===== src/rtl/mem_pkg.sv =====
// Shared definitions for the two-port memory arbiter: port indices, default widths
// and the request bundle that is muxed onto the single-port memory.
package mem_pkg;

    localparam int PORT_CPU       = 0;
    localparam int PORT_AUX       = 1;
    localparam int ADDR_WIDTH_DEF = 14;
    localparam int MEM_ADDR_MAX   = 32;

    // addr is sized for the widest legal ADDR_WIDTH; users slice the low bits
    typedef struct packed {
        logic                    write;
        logic [3:0]              wmask;
        logic [31:0]             wdata;
        logic                    wgrubby;
        logic [MEM_ADDR_MAX-1:0] addr;
    } mem_req_t;

endpackage


===== src/rtl/mem_arbiter_if.sv =====
// Requester and memory signals of the arbiter; slave is the arbiter's view,
// master is the combined requester/memory view.
interface mem_arbiter_if #(parameter int ADDR_WIDTH = mem_pkg::ADDR_WIDTH_DEF);

    logic                  p0_valid, p0_ready, p0_write, p0_wgrubby;
    logic [3:0]            p0_wmask;
    logic [31:0]           p0_wdata, p0_rdata;
    logic [ADDR_WIDTH-1:0] p0_addr;
    logic                  p0_rgrubby, p0_rvalid;

    logic                  p1_valid, p1_ready, p1_write, p1_wgrubby;
    logic [3:0]            p1_wmask;
    logic [31:0]           p1_wdata, p1_rdata;
    logic [ADDR_WIDTH-1:0] p1_addr;
    logic                  p1_rgrubby, p1_rvalid;

    logic                  mem_write, mem_wgrubby, mem_rgrubby;
    logic [3:0]            mem_wmask;
    logic [31:0]           mem_wdata, mem_rdata;
    logic [ADDR_WIDTH-1:0] mem_addr;

    modport slave (
        input  p0_valid, p0_write, p0_wmask, p0_wdata, p0_wgrubby, p0_addr,
        input  p1_valid, p1_write, p1_wmask, p1_wdata, p1_wgrubby, p1_addr,
        input  mem_rdata, mem_rgrubby,
        output p0_ready, p0_rdata, p0_rgrubby, p0_rvalid,
        output p1_ready, p1_rdata, p1_rgrubby, p1_rvalid,
        output mem_write, mem_wmask, mem_wdata, mem_wgrubby, mem_addr
    );

    modport master (
        output p0_valid, p0_write, p0_wmask, p0_wdata, p0_wgrubby, p0_addr,
        output p1_valid, p1_write, p1_wmask, p1_wdata, p1_wgrubby, p1_addr,
        output mem_rdata, mem_rgrubby,
        input  p0_ready, p0_rdata, p0_rgrubby, p0_rvalid,
        input  p1_ready, p1_rdata, p1_rgrubby, p1_rvalid,
        input  mem_write, mem_wmask, mem_wdata, mem_wgrubby, mem_addr
    );

endinterface


===== src/rtl/mem_arb_starve.sv =====
// Saturating count of consecutive cycles port 1 was refused; force_p1_o flags
// that the limit is reached and port 1 must win the next contested cycle.
module mem_arb_starve #(
    parameter int STARVE_LIMIT = 8
) (
    input  logic clk,
    input  logic rst,
    input  logic p1_valid_i,
    input  logic p1_ready_i,
    output logic force_p1_o
);

    localparam logic [7:0] LIMIT = 8'(STARVE_LIMIT);

    logic [7:0] cnt_q, cnt_d;

    always_comb begin
        cnt_d = cnt_q;
        if (!p1_valid_i || p1_ready_i) begin
            cnt_d = 8'd0;
        end else if (cnt_q != LIMIT) begin
            cnt_d = cnt_q + 8'd1;
        end
    end

    always_ff @(posedge clk or posedge rst) begin
        if (rst) begin
            cnt_q <= 8'd0;
        end else begin
            cnt_q <= cnt_d;
        end
    end

    assign force_p1_o = (cnt_q == LIMIT);

endmodule


===== src/rtl/mem_arbiter.sv =====
// Fixed-priority arbiter (port 0 over port 1, with starvation override) sharing one
// single-port memory; routes the one-cycle read response back to the issuing port.
module mem_arbiter
    import mem_pkg::*;
#(
    parameter int ADDR_WIDTH   = ADDR_WIDTH_DEF,
    parameter int STARVE_LIMIT = 8
) (
    input  logic          clk,
    input  logic          rst,
    mem_arbiter_if.slave  bus
);

    logic     force_p1, grant0, grant1, any_grant;
    logic     rsel_q, rsel_d, rpend_q, rpend_d;
    mem_req_t req0, req1, sel;

    mem_arb_starve #(.STARVE_LIMIT(STARVE_LIMIT)) u_starve (
        .clk        (clk),
        .rst        (rst),
        .p1_valid_i (bus.p1_valid),
        .p1_ready_i (bus.p1_ready),
        .force_p1_o (force_p1)
    );

    always_comb begin
        grant1    = bus.p1_valid & (~bus.p0_valid | force_p1);
        grant0    = bus.p0_valid & ~grant1;
        any_grant = grant0 | grant1;

        req0.write   = bus.p0_write;
        req0.wmask   = bus.p0_wmask;
        req0.wdata   = bus.p0_wdata;
        req0.wgrubby = bus.p0_wgrubby;
        req0.addr    = MEM_ADDR_MAX'(bus.p0_addr);
        req1.write   = bus.p1_write;
        req1.wmask   = bus.p1_wmask;
        req1.wdata   = bus.p1_wdata;
        req1.wgrubby = bus.p1_wgrubby;
        req1.addr    = MEM_ADDR_MAX'(bus.p1_addr);

        // idle cycles present port 0's fields with the write strobe suppressed
        sel = grant1 ? req1 : req0;

        rsel_d  = grant1;
        rpend_d = (grant0 & ~bus.p0_write) | (grant1 & ~bus.p1_write);
    end

    always_ff @(posedge clk or posedge rst) begin
        if (rst) begin
            rsel_q  <= 1'b0;
            rpend_q <= 1'b0;
        end else begin
            rsel_q  <= rsel_d;
            rpend_q <= rpend_d;
        end
    end

    assign bus.p0_ready    = grant0;
    assign bus.p1_ready    = grant1;
    assign bus.mem_write   = any_grant & sel.write;
    assign bus.mem_wmask   = any_grant ? sel.wmask : 4'h0;
    assign bus.mem_wdata   = sel.wdata;
    assign bus.mem_wgrubby = sel.wgrubby;
    assign bus.mem_addr    = sel.addr[ADDR_WIDTH-1:0];

    assign bus.p0_rdata    = bus.mem_rdata;
    assign bus.p1_rdata    = bus.mem_rdata;
    assign bus.p0_rgrubby  = bus.mem_rgrubby;
    assign bus.p1_rgrubby  = bus.mem_rgrubby;
    assign bus.p0_rvalid   = rpend_q & (rsel_q == 1'(PORT_CPU));
    assign bus.p1_rvalid   = rpend_q & (rsel_q == 1'(PORT_AUX));

endmodule


===== src/flat_wrapper.sv =====
// flat-port wrapper written by rule: the top's interface ports become plain ports
module mem_arbiter_flat import mem_pkg::*;
#(
    parameter int ADDR_WIDTH   = ADDR_WIDTH_DEF,
    parameter int STARVE_LIMIT = 8
)
  (clk, rst, bus_p0_valid, bus_p0_write, bus_p0_wmask, bus_p0_wdata, bus_p0_wgrubby, bus_p0_addr, bus_p1_valid, bus_p1_write, bus_p1_wmask, bus_p1_wdata, bus_p1_wgrubby, bus_p1_addr, bus_mem_rdata, bus_mem_rgrubby, bus_p0_ready, bus_p0_rdata, bus_p0_rgrubby, bus_p0_rvalid, bus_p1_ready, bus_p1_rdata, bus_p1_rgrubby, bus_p1_rvalid, bus_mem_write, bus_mem_wmask, bus_mem_wdata, bus_mem_wgrubby, bus_mem_addr);
  mem_arbiter_if #(.ADDR_WIDTH(ADDR_WIDTH)) bus_i ();
  input  logic clk;
  input  logic rst;
  input wire logic [$bits(bus_i.p0_valid)-1:0] bus_p0_valid;
  input wire logic [$bits(bus_i.p0_write)-1:0] bus_p0_write;
  input wire logic [$bits(bus_i.p0_wmask)-1:0] bus_p0_wmask;
  input wire logic [$bits(bus_i.p0_wdata)-1:0] bus_p0_wdata;
  input wire logic [$bits(bus_i.p0_wgrubby)-1:0] bus_p0_wgrubby;
  input wire logic [$bits(bus_i.p0_addr)-1:0] bus_p0_addr;
  input wire logic [$bits(bus_i.p1_valid)-1:0] bus_p1_valid;
  input wire logic [$bits(bus_i.p1_write)-1:0] bus_p1_write;
  input wire logic [$bits(bus_i.p1_wmask)-1:0] bus_p1_wmask;
  input wire logic [$bits(bus_i.p1_wdata)-1:0] bus_p1_wdata;
  input wire logic [$bits(bus_i.p1_wgrubby)-1:0] bus_p1_wgrubby;
  input wire logic [$bits(bus_i.p1_addr)-1:0] bus_p1_addr;
  input wire logic [$bits(bus_i.mem_rdata)-1:0] bus_mem_rdata;
  input wire logic [$bits(bus_i.mem_rgrubby)-1:0] bus_mem_rgrubby;
  output wire logic [$bits(bus_i.p0_ready)-1:0] bus_p0_ready;
  output wire logic [$bits(bus_i.p0_rdata)-1:0] bus_p0_rdata;
  output wire logic [$bits(bus_i.p0_rgrubby)-1:0] bus_p0_rgrubby;
  output wire logic [$bits(bus_i.p0_rvalid)-1:0] bus_p0_rvalid;
  output wire logic [$bits(bus_i.p1_ready)-1:0] bus_p1_ready;
  output wire logic [$bits(bus_i.p1_rdata)-1:0] bus_p1_rdata;
  output wire logic [$bits(bus_i.p1_rgrubby)-1:0] bus_p1_rgrubby;
  output wire logic [$bits(bus_i.p1_rvalid)-1:0] bus_p1_rvalid;
  output wire logic [$bits(bus_i.mem_write)-1:0] bus_mem_write;
  output wire logic [$bits(bus_i.mem_wmask)-1:0] bus_mem_wmask;
  output wire logic [$bits(bus_i.mem_wdata)-1:0] bus_mem_wdata;
  output wire logic [$bits(bus_i.mem_wgrubby)-1:0] bus_mem_wgrubby;
  output wire logic [$bits(bus_i.mem_addr)-1:0] bus_mem_addr;
  assign bus_i.p0_valid = bus_p0_valid;
  assign bus_i.p0_write = bus_p0_write;
  assign bus_i.p0_wmask = bus_p0_wmask;
  assign bus_i.p0_wdata = bus_p0_wdata;
  assign bus_i.p0_wgrubby = bus_p0_wgrubby;
  assign bus_i.p0_addr = bus_p0_addr;
  assign bus_i.p1_valid = bus_p1_valid;
  assign bus_i.p1_write = bus_p1_write;
  assign bus_i.p1_wmask = bus_p1_wmask;
  assign bus_i.p1_wdata = bus_p1_wdata;
  assign bus_i.p1_wgrubby = bus_p1_wgrubby;
  assign bus_i.p1_addr = bus_p1_addr;
  assign bus_i.mem_rdata = bus_mem_rdata;
  assign bus_i.mem_rgrubby = bus_mem_rgrubby;
  assign bus_p0_ready = bus_i.p0_ready;
  assign bus_p0_rdata = bus_i.p0_rdata;
  assign bus_p0_rgrubby = bus_i.p0_rgrubby;
  assign bus_p0_rvalid = bus_i.p0_rvalid;
  assign bus_p1_ready = bus_i.p1_ready;
  assign bus_p1_rdata = bus_i.p1_rdata;
  assign bus_p1_rgrubby = bus_i.p1_rgrubby;
  assign bus_p1_rvalid = bus_i.p1_rvalid;
  assign bus_mem_write = bus_i.mem_write;
  assign bus_mem_wmask = bus_i.mem_wmask;
  assign bus_mem_wdata = bus_i.mem_wdata;
  assign bus_mem_wgrubby = bus_i.mem_wgrubby;
  assign bus_mem_addr = bus_i.mem_addr;
  mem_arbiter #(.ADDR_WIDTH(ADDR_WIDTH), .STARVE_LIMIT(STARVE_LIMIT)) u_core (.clk(clk), .rst(rst), .bus(bus_i));
endmodule

===== config.mk =====
export PLATFORM = sky130hd
export DESIGN_NAME = mem_arbiter_flat
export DESIGN_NICKNAME = d
export VERILOG_FILES = /design/src/rtl/mem_pkg.sv /design/src/rtl/mem_arbiter_if.sv /design/src/rtl/mem_arb_starve.sv /design/src/rtl/mem_arbiter.sv /design/src/flat_wrapper.sv
export SDC_FILE = /design/constraint.sdc
export NUM_CORES = 1
export LEC_CHECK = 0
export ABC_CLOCK_PERIOD_IN_PS = 2800
export CELL_PAD_IN_SITES_DETAIL_PLACEMENT = 0
export CELL_PAD_IN_SITES_GLOBAL_PLACEMENT = 1
export CORE_UTILIZATION = 14
export DETAILED_ROUTE_END_ITERATION = 8
export PLACE_DENSITY_LB_ADDON = 0.12
export SLEW_MARGIN = 10
export SYNTH_ARGS = -nofsm -noshare
export SYNTH_HDL_FRONTEND = slang
export SYNTH_SLANG_ARGS = --single-unit

===== constraint.sdc =====
create_clock -name clk -period 2.8 [get_ports clk]
set_input_delay 0.42 -clock clk [delete_from_list [all_inputs] [get_ports clk]]
set_output_delay 0.42 -clock clk [all_outputs]
set_load 0.02 [all_outputs]

## Yosys cells after proc, flatten, opt, wreduce, memory -nomap -nowiden

Index checks and enable logic that the tools add are counted.
Widths: inputs -> output; s select.

- Register bits after elaboration: 10
- Input bits: 141
- Output and inout port bits: 122
- Word-level logic and storage cells: 28

- Add/sub/neg operators: 1
- Equal/unequal tests: 2
- Multiplexer cells: 4
- Bitwise operators: 15
- Reductions and logical operators: 3

Operator list:

| operator | count |
|---|---|
| $mux 70 | 1 |
| $mux 8 | 2 |
| $add 8x1->8 const B | 1 |
| $eq 8x4->1 const B | 1 |
| $ne 8x4->1 const B | 1 |
| $and 1x1->1 | 7 |
| $not 1->1 | 5 |
| $mux 4 | 1 |
| $or 1x1->1 | 3 |
| $reduce_bool 2->1 | 1 |
| $logic_not 1->1 | 1 |
| $logic_or 1x1->1 | 1 |

## Logic depth before layout (Yosys ltp)

Gate-level depths: netlist of the first run.

- Depth in word-level cells: 7
- Mapped depth: 7
- Mapped depth without buffers: 6

## Cells and area by module

A second synthesis of the first run with hierarchy kept.

- Cells, all modules: 180
- Area total of the unflattened synthesis: 1696.6 µm²

Modules (own cells, without submodules):

| module | times used | cells each | area each (µm²) | seq. area each (µm²) |
|---|---|---|---|---|
| mem_arbiter | 1 | 134 | 1263.7 | 50.0 |
| mem_arb_starve | 1 | 46 | 432.9 | 200.2 |

## Worst setup path after synthesis of the first run

No wires, ideal clock.

- Path type: reg-to-output
- Start: reg u_core.u_starve.cnt_q[0]
- End: out bus_mem_wdata[20]
- Data arrival time: 1752 ps
- Required time: 2380 ps
- Setup slack: 628 ps
- Cell stages (with the launch flop): 8
- Buffers on the path: 2
- Cells stage by stage: dfrtp_1 > inv_1 > ha_1 > and4bb_2 > a21oi_2 > buf_6 > buf_6 > mux2_1

- Word-level cells in the longest chain between the ends: 4

RTL lines:

| element | RTL line | source |
|---|---|---|
| start, declared | mem_arb_starve.sv:15 | `logic [7:0] cnt_q, cnt_d;` |
| start signal, assigned | mem_arb_starve.sv:30 | `cnt_q <= cnt_d;` |
| $eq 8x4->1 | mem_arb_starve.sv:34 | `assign force_p1_o = (cnt_q == LIMIT);` |
| $or 1x1->1 | mem_arbiter.sv:27 | `grant1 = bus.p1_valid & (~bus.p0_valid \| force_p1);` |
| $and 1x1->1 | mem_arbiter.sv:27 |  |
| $mux 70 | mem_arbiter.sv:43 | `sel = grant1 ? req1 : req0;` |
| end, declared | flat_wrapper.sv:35 | `output wire logic [$bits(bus_i.mem_wdata)-1:0] bus_mem_wdata;` |

No other way between the ends.

## Worst setup path in the final report of the first run

- Start: reg u_core.u_starve.cnt_q[0]
- End: out bus_mem_wdata[6]

Same word-level chain as after synthesis.

==> results list, run 1 <==
* Result of the run: finished, final reports clean
- Number of library cell types mapped by synthesis: 27
- Relative max-transition margin: between 70% and 80%
- For this run, the register share of the synthesized area comes to 15.33%.
* Max Fclk: ~370 MHz
- After detailed routing, the met2 layer carries slightly above 3000 um of wire.
* # Max-Cap Violations: 0
- Number of port buffers: approximately 160
- Peak ir drop on the vdd network: around 0.18 mV
- Drt first-iter violations: 45
- 0 antenna diodes ended up in the layout.
- Adder and majority cell fraction of the synthesized area: between 1.5 and 2%
* Most used standard cell by instance count after synthesis: sky130_fd_sc_hd__buf_4
- Share of post-route cells with drive strength above 1: roughly 21%
- Worst-margin pin slew: between 0.4 and 0.5 ns
* Clock sink total: 10
* Max Root-Sink Buffers: 2
* Vert. Die Dim: ~110 um
* Worst Path Max Fanout: 3
* Vias after detailed routing: about 1500
- Entering global routing, the biggest net connects 30 pins.
- Core region area: 11370 um2
* Top area cells in the synthesized netlist: sky130_fd_sc_hd__buf_4 31%, sky130_fd_sc_hd__mux2_2 26%, sky130_fd_sc_hd__dfrtp_1 15%
- Clock tree from TritonCTS: built
- Counting the buffers created by CTS gives 3.
- For this design the static power due to leakage is around 1.3 nW.
- For this run, asynchronously set or reset flops after synthesis account for between 90% and 100%.
* Global placer's final weighted congestion: around 0.64
- For the worst setup path, the data arrival time is 2.30 ns.
- DRT Wirelength: 6154 um
- Compared with the post-synthesis result, the final layout area differs by 89.12%.
- The initial antenna violation count came to 0.
- CTS built an H-tree with a depth of 1.
- Netlist area before placement: ~1600 um2
* Post-DP HPWL: slightly above 5000 um
- After technology mapping, the gate count stands at 176.
- The biggest area contributor in the post-synthesis netlist is sky130_fd_sc_hd__buf_4.
- Number of synthesized flops with an enable pin: 0
- After detailed routing, the number of vias per cell comes to about 3.6.
- In this run the critical register-to-register path is launched from u_core.u_starve.cnt_q[0]$_DFFE_PP0P_.
* RSZ-0062 raised after global routing: true
- Category of the critical setup timing path: reg -> out
- Simple-gate portion of the synthesized area: under 10%
- The detailed router used layers up to and including met4.
- Class of the tightest hold or removal check: in -> async
- In the synthesized netlist, the cells that appear most often are 68 x sky130_fd_sc_hd__buf_4, 38 x sky130_fd_sc_hd__mux2_2, 10 x sky130_fd_sc_hd__dfrtp_1.
- Sum of overflow across all layers after global routing: 0
- Of the total synthesized cell area, the portion taken by XOR and XNOR cells is under 10%.
- The slowest stage of the critical path belongs to the cell sky130_fd_sc_hd__clkdlybuf4s50_1.
- The net count of the finished layout is 428.
* Post-Syn Nets: 319
- Hold timing on the final database bottoms out at a slack of 0.4730 ns.
- The number of pins exceeding their max-slew limit in the final report was 0.
- Synthesis-stage register bit count: 10
- The portion of synthesized area spent on multiplexers is approximately a third.
* Average wire per standard cell: about 14 um
- Remaining antenna violation count: 0
* Pwr/cell area: ~280 nW/um2
- STA puts the critical path data required time at about 2.4 ns.
- The synthesized netlist devotes 6.513% of its cell area to compound gates.
- Clock Tree Root: sky130_fd_sc_hd__clkbuf_16
- Row generation in the floorplan step produced 39 rows.
* Global-route wire length before repair: between 8000 and 9000 um
* Final setup violation count: 0
* Initial DRT Pass Iterations: 5
- Gr usage total: under 10%
* Post-layout worst setup margin: approximately 0.08 ns
- Once the floorplan was initialized, standard cells occupied roughly 14% of the core.
- R2r setup slk: around 1.2 ns
- Clock latency on the worst-skew pair, taken at its later pin, is around 0.23 ns.
* Number of hold-slack violations in the final timing report: 0
- Die footprint: 12100 um2
- STA classifies the critical path endpoint as an output pin.
- The worst setup path is launched from a flip-flop.
* Via count of the first global-routing pass: around 1500
- The floorplan step set the die width to 110.0 um.
* Synth Warn #: 0
- Clock-pin slew was measured on the worst setup and hold paths at 0.04 ns.
- The most critical setup path has its startpoint at u_core.u_starve.cnt_q[0]$_DFFE_PP0P_.
* Total negative slack: 0 ns
* Minimum clock period after layout: roughly 2.7 ns
* Remaining routing DRC violations: 0
- For this run, the slowest stage of the critical path takes about 0.55 ns.
* Post-route clock skew: ~0.00062 ns
- After synthesis, the largest area contributor takes up between 30% and 40% of total cell area.
- For this design the top-level I/O count stands at 263.
- Ratio of final minimum period to clock period: a little over nine tenths
* Syn avg cell area: approximately 9.3 um2
* Routed length on met3: roughly 800 um
- For this block, wires on met1 add up to approximately 2100 um.
- Cell breakdown of the critical path: inv_1, ha_1, and4bb_2, a21oi_4, buf_4, mux2_2, clkdlybuf4s50_1
- At the placement stage, the worst setup path has a slack of -0.08748 ns.
- Main combinational cell family by area after synthesis: buffers and inverters
- Most frequently used flop master after synthesis: sky130_fd_sc_hd__dfrtp_1
[what timing repair did]
action,CTS,global route
pin swaps,0,1
buffers inserted,0,2
resized for setup,46,16
hold buffers,0,0
gates cloned,0,0
endpoints found under the setup margin,46,8
[power by group]
group          total [mW]  internal, mW  switching, mW
logic               0.432         0.264          0.168
clock network       0.282         0.215         0.0671
registers           0.150         0.148        0.00129
[registers in the layout, summed over array words and instances (netlist names)]
| name | count |
|---|---|
| u_core.rpend_q | 1 |
| u_core.rsel_q | 1 |
| u_core.u_starve.cnt_q | 8 |
[final timing paths]
kind / depth (start not counted) / to
min in group clk: 2 / u_core.u_starve.cnt_q[0]$_DFFE_PP0P_
min reg2reg: 2 / u_core.u_starve.cnt_q[0]$_DFFE_PP0P_
max reg2reg: 7 / u_core.rpend_q$_DFF_PP0_
max in group asynchronous: 2 / u_core.rsel_q$_DFF_PP0_
max: 7 / bus_mem_wdata[6]
min: 2 / u_core.u_starve.cnt_q[1]$_DFFE_PP0P_
[layout by cell type, fill, tap and decap left out]
cell | synthesis | routed
sky130_fd_sc_hd__buf_4 | 68 | 9
sky130_fd_sc_hd__nor2b_1 | 2 | 2
sky130_fd_sc_hd__nor4b_4 | 1 | 1
sky130_fd_sc_hd__o2bb2ai_1 | 1 | 1
sky130_fd_sc_hd__nor3_1 | 1 | 1
sky130_fd_sc_hd__clkbuf_16 | 0 | 3
sky130_fd_sc_hd__o21ai_0 | 3 | 3
sky130_fd_sc_hd__nor2_1 | 5 | 5
sky130_fd_sc_hd__and4bb_2 | 1 | 1
sky130_fd_sc_hd__ha_1 | 2 | 2
sky130_fd_sc_hd__dlymetal6s2s_1 | 0 | 4
sky130_fd_sc_hd__a22o_1 | 5 | 5
sky130_fd_sc_hd__mux2_2 | 38 | 38
sky130_fd_sc_hd__buf_6 | 2 | 1
sky130_fd_sc_hd__dlygate4sd2_1 | 0 | 36
sky130_fd_sc_hd__a21oi_1 | 3 | 3
sky130_fd_sc_hd__buf_12 | 0 | 1
sky130_fd_sc_hd__clkdlybuf4s50_1 | 0 | 114
sky130_fd_sc_hd__dfrtp_1 | 10 | 10
sky130_fd_sc_hd__or3_1 | 3 | 3
sky130_fd_sc_hd__and2_1 | 1 | 1
sky130_fd_sc_hd__nand2_1 | 2 | 2
sky130_fd_sc_hd__clkdlybuf4s15_1 | 0 | 8
sky130_fd_sc_hd__clkbuf_2 | 0 | 1
sky130_fd_sc_hd__buf_16 | 0 | 1
sky130_fd_sc_hd__xor2_1 | 2 | 2
sky130_fd_sc_hd__inv_1 | 7 | 6
sky130_fd_sc_hd__xnor2_1 | 1 | 1
sky130_fd_sc_hd__nand3_1 | 4 | 4
sky130_fd_sc_hd__clkbuf_8 | 0 | 1
sky130_fd_sc_hd__a21oi_4 | 0 | 1
sky130_fd_sc_hd__inv_2 | 0 | 1
sky130_fd_sc_hd__mux2_1 | 9 | 9
sky130_fd_sc_hd__a21o_1 | 1 | 1
sky130_fd_sc_hd__a21boi_1 | 1 | 1
sky130_fd_sc_hd__nand4_1 | 1 | 1
[layer usage]
layer / GRT usage [%] / up-vias
met1: 9.851 / 659
met3: 3.175 / 24
met5: 0 / -
met4: 2.190 / 0
met2: 15.80 / 98
li1: - / 754
[worst max-delay path: cells and delay by family, from the launching register on]
kind                       cells  cell delay (ns)
adders and majority gates      1             0.18
and+or+nand+nor                1             0.28
buffers and inverters          3             0.75
DFF                            1             0.33
muxes                          1             0.32
AOI/OAI and AO/OA              1             0.20
[stage by stage]
stage / std cells / util (%) / power [mW] / area (um2)
finish: 427 / 27.16 / 0.8637 / 3088
global route: 427 / 27.16 / 0.9157 / 3088
CTS: 425 / 26.71 / 0.8696 / 3037
detailed placement: 421 / 26.39 / 0.6200 / 3000
global placement: 421 / 26.39 / 0.6216 / 3000
floorplan: 176 / - / 0.4674 / 1633
[kinds of logic (layout without fill, tap and decap cells)]
| logic type | count (synthesis) | in the layout |
|---|---|---|
| mux | 47 | 47 |
| xor+xnor | 3 | 3 |
| compound gates | 15 | 15 |
| fa+ha+maj | 2 | 2 |
| simple gates | 21 | 21 |
| flops | 10 | 10 |
| buf+inv | 78 | 186 |
[layout make-up]
class                           count  area, um2
Tap cell                          143      178.9
Timing Repair Buffer              175       1718
Multi-Input combinational cell     88      825.8
Inverter                            7      26.28
Clock buffer                        4      88.84
Fill cell                        1229       8282
Sequential cell                    10      250.2
(Power assumes the default switching activity.)
==> run 2, diff against run 1 <==
--- a/config.mk
+++ b/config.mk
@@ -5,6 +5,7 @@
 export SDC_FILE = /design/constraint.sdc
 export NUM_CORES = 1
 export LEC_CHECK = 0
+export ABC_AREA = 1
 export ABC_CLOCK_PERIOD_IN_PS = 2800
 export CELL_PAD_IN_SITES_DETAIL_PLACEMENT = 0
 export CELL_PAD_IN_SITES_GLOBAL_PLACEMENT = 1
==> run 2 against run 1 <==
Net effect:
- non-clock buffer count down 4
- highest routed layer unchanged
- clock skew up 0.00094 ns
- via count grew 28%
- cell count rose by 28%
- die area grew 4.8%
- combinational power up 10%
- critical endpoint is now bus_mem_addr[12]
- area after synthesis grew 4.9%
- first-iteration DRC count is 11% lower
- final area up 1.6%
- register-to-register slack better by 0.05 ns
- sequential power barely moved
- synthesized cell count increased by 71%
==> results list, run 2 <==
* Result of the run: finished, final reports clean
- Vias after detailed routing: 1972 (+28%)
- In this run the critical register-to-register path is launched from u_core.u_starve.cnt_q[0]$_DFFE_PP0P_.
- The number of pins exceeding their max-slew limit in the final report was 0 (unchanged).
- The final critical-path share of the clock period is 95.96% (-1.1 points).
* Sequential cell fraction of total power: 17.3% (about the same)
- CTS Buf Count: 3 (unchanged)
- Worst-Skew Late Latency: 0.24 ns (about the same)
* Worst-margin pin slew: 0.3865 ns (-0.02106 ns)
- Initial core utilization: 14.32% (-0.041 points)
* Rows: 40 (+2.6%)
- Max Fclk: 372.2 MHz (+1.2%)
* Sum of overflow across all layers after global routing: 0 (unchanged)
* Clock sink total: 10 (unchanged)
- The count of distinct cell types in the synthesized netlist came to 19 (-30%).
* Remaining antenna violation count: 0 (unchanged)
* Setup crit end: bus_mem_addr[12]
- Worst path depth: 10 (+3)
- The hold buffer count at cts came to 0 (unchanged).
- Pre-CTS setup slack: 0.1175 ns (+0.2049 ns)
* DRT Wirelength: 6568 um (+6.7%)
- The XOR/XNOR share of the synthesized area is 1.534% (-0.075 points).
- The clock skew after layout is 0.001563 ns (+0.0009414 ns).
* Compound-cell area share of the yosys netlist: 2.118% (-4.4 points)
- Drt first-iter violations: 40 (-11%)
- The synthesized instance count came to 301 (+71%).
* Registers with the highest flip-flop counts: u_core.u_starve.cnt_q (8), u_core.rpend_q (1), u_core.rsel_q (1)
* Pwr/cell area: 277.8 nW/um2 (-0.67%)
* Max Root-Sink Buffers: 2 (unchanged)
- Leak: 1.606 nW (+23%)
* Worst Path Max Fanout: 27 (+24)
- Among the stages of the critical path, the cell type that occurs most often is sky130_fd_sc_hd__nand2_1.
- Syn avg cell area: 5.691 um2 (-39%)
- TritonCTS built the clock tree.
- The final count of hold timing violations is 0 (unchanged).
- The number of detailed-routing iterations run before antenna repair came to 4 (-1).
- The number of warnings reported in the yosys synthesis log was 0 (unchanged).
- The delay of the slowest critical-path stage was 0.61 ns (+0.06 ns).
* Most frequent cells in the layout: 157 x sky130_fd_sc_hd__nand2_1, 142 x sky130_fd_sc_hd__clkdlybuf4s50_1, 18 x sky130_fd_sc_hd__nor2_1
- The share of final-layout standard cells stronger than drive strength 1 came to 3.518% (-17 points).
- The worst path buffer plus inverter count came to 4 (+1).
* Comb pwr share: 54.5% (+4.5 points)
- Relative max-transition margin: 74.20% (+1.4 points)
- Reported net switching power: 0.2684 mW (+13%)
- The internal portion of total power is 0.6035 mW (-3.8%).
- Count of pins on the block boundary: 263 (unchanged)
- The commonest cells after synthesis are 157 x sky130_fd_sc_hd__nand2_1, 66 x sky130_fd_sc_hd__buf_4, 18 x sky130_fd_sc_hd__nor2_1.
- Crit path max-delay cell type: sky130_fd_sc_hd__clkdlybuf4s50_1
* R2r setup slk: 1.27 ns (+0.05 ns)
- Die extent in x: 112.6 um (+2.4%)
- Fraction of synthesized area in multiplexers: 0% (-32 points)
* Inserted Diodes: 0 (unchanged)
* Peak ir drop on the vdd network: 0.1299 mV (-28%)
- Most flops, register: u_core.u_starve.cnt_q
* Via count of the first global-routing pass: 1902 (+27%)
* Clock-pin slew on the worst setup and hold paths: 0.04 ns (about the same)
- The tree is rooted in a sky130_fd_sc_hd__clkbuf_16.
- # Max-Cap Violations: 0 (unchanged)
* Worst R2R Path Depth: 8 (+1)
- The number of enable flip-flop cells after synthesis was 0 (unchanged).
* Largest net degree at the start of global routing: 43 (+43%)
- The endpoint identified for the worst register-to-register timing path is u_core.u_starve.cnt_q[0]$_DFFE_PP0P_.
- The post-synthesis simple-gate area fraction came to 42.80% (+35 points).
* Placed cell count: 541 (+29%)
* Gr usage total: 9.738% (+0.92 points)
* Minimum clock period after layout: 2.687 ns (-0.03128 ns)
* Top area cells in the synthesized netlist: sky130_fd_sc_hd__nand2_1 34%, sky130_fd_sc_hd__buf_4 29%, sky130_fd_sc_hd__dfrtp_1 15%
* Number of cells in the finished layout apart from fillers: 545 (+28%)
- The count of endpoints failing setup in the final report came to 0 (unchanged).
* Share of async-settable or async-resettable flops after synthesis: 100.0% (unchanged)
- The area share of fa/ha/maj cells after synthesis is 1.461% (-0.072 points).
* Crit. Startpoint: u_core.u_starve.cnt_q[0]$_DFFE_PP0P_
* RSZ-0062 raised after global routing: false
- Core region area: 11960 um2 (+5.2%)
* Category of the critical setup timing path: reg -> out
- Layout net count: 543 (+27%)
* Cell class contributing the biggest share of worst-path delay: buffers and inverters
* Critical Path Sink Type: output pin
- Critical Path Source Type: flip-flop
- Growth of design area from synthesis to finish: 83.20%
- Critical path arrival: 2.27 ns (-0.03 ns)
- The worst hold path belongs to the class in -> async.
- Fraction of power consumed by the clock network: 28.3% (-4.3 points)
* Synthesis-stage register bit count: 10 (unchanged)
- The count of port buffers added during placement came to 163 (unchanged).
- Post-DP HPWL: 5446 um (+5.2%)
- The die height came to 112.6 um (+2.4%).
- The number of vias per cell after detailed routing is 3.618 (+0.65%).
- Cell breakdown of the critical path: inv_1, ha_1, nand3_1, o21ai_4, nand2_4, clkinv_2, buf_12, nand2_1, nand2_1, clkdlybuf4s50_1
- Post-synth top area cell: sky130_fd_sc_hd__nand2_1
- The area fraction of the dominant cell type after synthesis is 34.40% (+3.1 points).
- Average wire per standard cell: 12.05 um (-16%)
- The post-route worst setup slack is 0.1131 ns (+0.03128 ns).
- The initial antenna violation count was 0 (unchanged).
- The accumulated negative setup slack came to 0 ns (unchanged).
- Fraction of the yosys area taken by sequential cells: 14.61% (-0.72 points)
- The wire length of the first global-routing pass came to 9680 um (+19%).
- The global placement routability congestion is 0.6697 (+5.1%).
* Netlist area before placement: 1713 um2 (+4.9%)
- The die area is 12680 um2 (+4.8%).
- Required time at the endpoint of the critical path: 2.38 ns (about the same)
* CTS H-tree depth: 1 (unchanged)
* Remaining routing DRC violations: 0 (unchanged)
* Flip-flop count of the largest register, all copies and words added: 8 (unchanged)
* Most common cell after layout, fill and taps aside: sky130_fd_sc_hd__nand2_1
* Post-Syn Nets: 444 (+39%)
- Switching Fraction: 30.78% (+3.4 points)
- Most used standard cell by instance count after synthesis: sky130_fd_sc_hd__nand2_1
- Most frequently used flop master after synthesis: sky130_fd_sc_hd__dfrtp_1
* Main combinational cell family by area after synthesis: simple AND/OR/NAND/NOR gates
-- run 2: power by group through the flow --
stage | Clock, mW | Combinational [mW] | Sequential [mW]
after floorplan | 0 | 0.323 | 0.152
after global placement | 0 | 0.493 | 0.153
after detailed placement | 0 | 0.489 | 0.152
after CTS | 0.256 | 0.487 | 0.150
after global routing | 0.261 | 0.512 | 0.151
final | 0.247 | 0.475 | 0.151
-- run 2: routing by layer --
layer / track usage (%) / wire, um
met1: 8.933 / 2314
met2: 19.71 / 3497
met3: 2.538 / 609
met4: 4.444 / 147
met5: 0 / 0
-- run 2: how the worst min path moves through the flow --
stage	from	endpoint	slack [ns]
after detailed placement	u_core.u_starve.cnt_q[0]$_DFFE_PP0P_	u_core.u_starve.cnt_q[0]$_DFFE_PP0P_	0.48
after global placement	u_core.u_starve.cnt_q[0]$_DFFE_PP0P_	u_core.u_starve.cnt_q[0]$_DFFE_PP0P_	0.47
after floorplan	rst	u_core.rpend_q$_DFF_PP0_	0.26
after CTS	u_core.u_starve.cnt_q[0]$_DFFE_PP0P_	u_core.u_starve.cnt_q[0]$_DFFE_PP0P_	0.48
after global routing	u_core.u_starve.cnt_q[0]$_DFFE_PP0P_	u_core.u_starve.cnt_q[0]$_DFFE_PP0P_	0.51
final	rst	u_core.u_starve.cnt_q[3]$_DFFE_PP0P_	0.47
-- run 2: through the flow --
| stage | utilization (%) | power, mW | cell area, um2 | hold slack (ns) |
|---|---|---|---|---|
| 5_1_grt | 26.23 | 0.9239 | 3138 | 0.5063 |
| 3_5_place_dp | 25.29 | 0.6415 | 3025 | 0.4780 |
| 6_report | 26.23 | 0.8719 | 3138 | 0.4699 |
| 3_3_place_gp | 25.29 | 0.6451 | 3025 | 0.4719 |
| 2_1_floorplan | - | 0.4754 | 1713 | 0.2602 |
| 4_1_cts | 25.92 | 0.8936 | 3100 | 0.4794 |
-- run 2: kinds of logic after synthesis --
group	Yosys count
simple gates	188
buf+inv	93
flops	10
fa+ha+maj	2
xor+xnor	3
compound gates	5
-- run 2: timing repair --
| item | 4_1_cts | 5_1_grt |
|---|---|---|
| buffers inserted | 1 | 0 |
| pin swaps | 1 | 0 |
| gates resized for setup | 6 | 15 |
| endpoints found under the setup margin | 41 | 15 |
| endpoints found under the hold margin | 0 | 0 |
-- run 2: worst register-to-register path, delay by kind of cell, from the launching register on --
kind            cells  cell delay, ns
buf+inv             3            0.39
fa+ha+maj           1            0.19
flops               1            0.37
simple gates        3            0.44
compound gates      1            0.08
-- run 2: cell type report --
cell class              count  area, um2
fillers                  1326       8823
repair buffers            171       1747
multi-input cells         198      820.8
flip-flops and latches     10      250.2
well taps                 147      183.9
clock buffers               3      75.07
inverters                  16      61.31
==> run 3, diff against run 2 <==
--- a/config.mk
+++ b/config.mk
@@ -11,7 +11,9 @@
 export CELL_PAD_IN_SITES_GLOBAL_PLACEMENT = 1
 export CORE_UTILIZATION = 14
 export DETAILED_ROUTE_END_ITERATION = 8
-export PLACE_DENSITY_LB_ADDON = 0.12
+export GPL_TIMING_DRIVEN = 1
+export PLACE_DENSITY_LB_ADDON = 0.1
+export SETUP_SLACK_MARGIN = 0.02
 export SLEW_MARGIN = 10
 export SYNTH_ARGS = -nofsm -noshare
 export SYNTH_HDL_FRONTEND = slang
==> run 3 against run 2 <==
Net effect:
- die area unchanged
- combinational power decreased by 2%
- core utilization increased by 0.52 points
- clock power is 14% higher
==> results list, run 3 (synthesis results as in run 2) <==
* Worst Path Max Fanout: 9 (-67%)
- The sum of net half-perimeters after detailed placement came to 5146 um (-5.5%).
- DRT Wirelength: 6427 um (-2.1%)
- Most frequent cells in the layout: 157 x sky130_fd_sc_hd__nand2_1, 118 x sky130_fd_sc_hd__clkdlybuf4s50_1, 38 x sky130_fd_sc_hd__dlymetal6s2s_1
* Share of post-route cells with drive strength above 1: 3.518% (unchanged)
- Setup repair after global routing left no endpoint under its margin.
- Comb pwr share: 51.8% (-2.7 points)
- The leakage dissipation is 1.847 nW (+15%).
- Ratio of routed vias to standard cells: 3.651 (+0.91%)
- The count of port buffers added during placement is 163 (unchanged).
* Vert. Die Dim: 112.6 um (unchanged)
- STA classifies the critical path startpoint as a flip-flop.
- The worst slew margin relative to its limit is 72.36% (-1.8 points).
- Rows: 40 (unchanged)
* Minimum clock period after layout: 2.607 ns (-0.08007 ns)
- Max Root-Sink Buffers: 2 (unchanged)
* Number of pins exceeding their max-slew limit in the final report: 0 (unchanged)
* Die footprint: 12680 um2 (unchanged)
* Fraction of power consumed by the clock network: 31.4% (+3.1 points)
- Worst-Skew Late Latency: 0.24 ns (about the same)
- The final cell utilization of the core was 26.76% (+0.52 points).
- The min-delay analysis places its worst path in the category in -> async.
- The number of sinks on the clock net came to 10 (unchanged).
- The critical path required time is 2.38 ns (about the same).
- CTS Buf Count: 3 (unchanged)
- The final critical-path share of the clock period was 93.10% (-2.9 points).
* Via count of the first global-routing pass: 1842 (-3.2%)
* Registers with the highest flip-flop counts: u_core.u_starve.cnt_q (8), u_core.rpend_q (1), u_core.rsel_q (1)
- The initial antenna violation count was 0 (unchanged).
- Post-route clock skew: 0.003664 ns (+0.002101 ns)
- The critical path in this run is classified as reg -> out.
- Global placer's final weighted congestion: 0.7120 (+6.3%)
- Vias after detailed routing: 1990 (+0.91%)
- The number of diodes added for antenna fixing is 0 (unchanged).
- STA classifies the critical path endpoint as an output pin.
* Number of hold-slack violations in the final timing report: 0 (unchanged)
- The number of detailed-routing iterations run before antenna repair is 4 (unchanged).
- The upper clock frequency limit came to 383.6 MHz (+3.1%).
- The global routing usage on met1 was 10.73% (+1.8 points).
* Die extent in x: 112.6 um (unchanged)
* Layout net count: 542 (-0.18%)
* Most flops, register: u_core.u_starve.cnt_q
- Compared with the post-synthesis result, the final layout area differs by 86.85%.
- # Max-Cap Violations: 0 (unchanged)
* Clock tree from TritonCTS: built
- Cell breakdown of the critical path: inv_1, ha_1, nand3_1, o21ai_4, nand2_4, clkinv_2, buf_4, clkdlybuf4s50_1
- The total power divided by cell area came to 280.6 nW/um2 (+0.98%).
- Remaining routing DRC violations: 0 (unchanged)
- Cell class contributing the biggest share of worst-path delay: buffers and inverters
- Peak ir drop on the vdd network: 0.1503 mV (+16%)
- The cell sitting at the root of the clock tree is a sky130_fd_sc_hd__clkbuf_16.
- Gr usage total: 9.336% (-0.40 points)
- The met2 usage came to 16.50% (-3.2 points).
- The library cell used most frequently in the layout, excluding fill and tap cells, is sky130_fd_sc_hd__nand2_1.
* Total negative slack: 0 ns (unchanged)
- The total number of H-tree levels is 1 (unchanged).
- The number of routed nets with antenna violations is 0 (unchanged).
* Crit path max-delay cell type: sky130_fd_sc_hd__clkdlybuf4s50_1
- Drt first-iter violations: 49 (+23%)
* Switching Fraction: 30.28% (-0.50 points)
* Average wire per standard cell: 11.79 um (-2.1%)
- The count of endpoints failing setup in the final report is 0 (unchanged).
- met2 is the most crowded layer.
- Int Pwr: 0.6261 mW (+3.7%)
* Sum of overflow across all layers after global routing: 0 (unchanged)
- The sequential fraction of design power was 16.8% (-0.5 points).
- The transition time at the pin with the least slew margin is 0.4142 ns (+0.02765 ns).
- Hold-fix buffer count after cts: 0 (unchanged)
* Global-route wire length before repair: 9377 um (-3.1%)
* Flip-flop count of the largest register, all copies and words added: 8 (unchanged)
* Clock-pin slew on the worst setup and hold paths: 0.04 ns (about the same)
* Result of the run: finished, final reports clean
* Largest net degree at the start of global routing: 52 (+21%)
- The worst path buffer plus inverter count came to 4 (unchanged).
* Count of pins on the block boundary: 263 (unchanged)
- The net switching component of the power is 0.2719 mW (+1.3%).
- Delay of the slowest cell on the worst path: 0.62 ns (about the same)
- The signal arrival time at the worst endpoint came to 2.19 ns (-0.08 ns).
- The core outline area came to 11960 um2 (unchanged).
- The met3 routing resource usage after global routing was 3.024% (+0.49 points).
- Initial core utilization: 14.32% (unchanged)
[run 3: cell type report]
type,instances,area [um2]
clock buffers,4,88.84
fillers,1331,8761
inverters,16,61.31
multi-input cells,198,820.8
flip-flops and latches,10,250.2
well taps,147,183.9
repair buffers,170,1795
[run 3: routing by layer]
metal,part of all wire [%],vias to the layer above
met2,49,110
met1,40,837
met3,9.9,19
li1,-,1024
met5,0,-
met4,1.6,0
[run 3: per-stage QoR]
step	instances	setup WS (ns)	total power, mW	hold WS, ns	cell area [um2]
after floorplan	301	0.8935	0.4754	0.2602	1713
final	545	0.1931	0.8980	0.4739	3201
after CTS	545	0.03192	0.9230	0.4871	3105
after detailed placement	540	0.1406	0.6382	0.4854	3018
after global routing	545	0.02790	0.9523	0.5125	3201
after global placement	540	0.1575	0.6439	0.4806	3018
[run 3: final timing paths]
| kind | start | to | slack [ns] | cells past startpoint |
|---|---|---|---|---|
| setup / recovery | u_core.u_starve.cnt_q[0]$_DFFE_PP0P_ | bus_p1_ready | 0.19 | 8 |
| setup reg to reg | u_core.u_starve.cnt_q[0]$_DFFE_PP0P_ | u_core.u_starve.cnt_q[6]$_DFFE_PP0P_ | 1.25 | 8 |
| hold reg to reg | u_core.u_starve.cnt_q[0]$_DFFE_PP0P_ | u_core.u_starve.cnt_q[0]$_DFFE_PP0P_ | 0.49 | 1 |
| min in group clk | u_core.u_starve.cnt_q[0]$_DFFE_PP0P_ | u_core.u_starve.cnt_q[0]$_DFFE_PP0P_ | 0.49 | 1 |
| hold / removal | rst | u_core.u_starve.cnt_q[0]$_DFFE_PP0P_ | 0.47 | 2 |
| max in group asynchronous | rst | u_core.u_starve.cnt_q[7]$_DFFE_PP0P_ | 2.03 | 2 |
[run 3: power by group through the flow]
stage	clock network (mW)	logic, mW	registers, mW
2_1_floorplan	0	0.323	0.152
3_3_place_gp	0	0.491	0.153
3_5_place_dp	0	0.486	0.153
4_1_cts	0.289	0.483	0.151
5_1_grt	0.298	0.504	0.151
6_report	0.282	0.466	0.151
[run 3: what timing repair did]
item                       4_1_cts  5_1_grt
setup endpoints to repair       44       38
buffers inserted                 1        0
resized for setup                7       38
pin swaps                        1        0
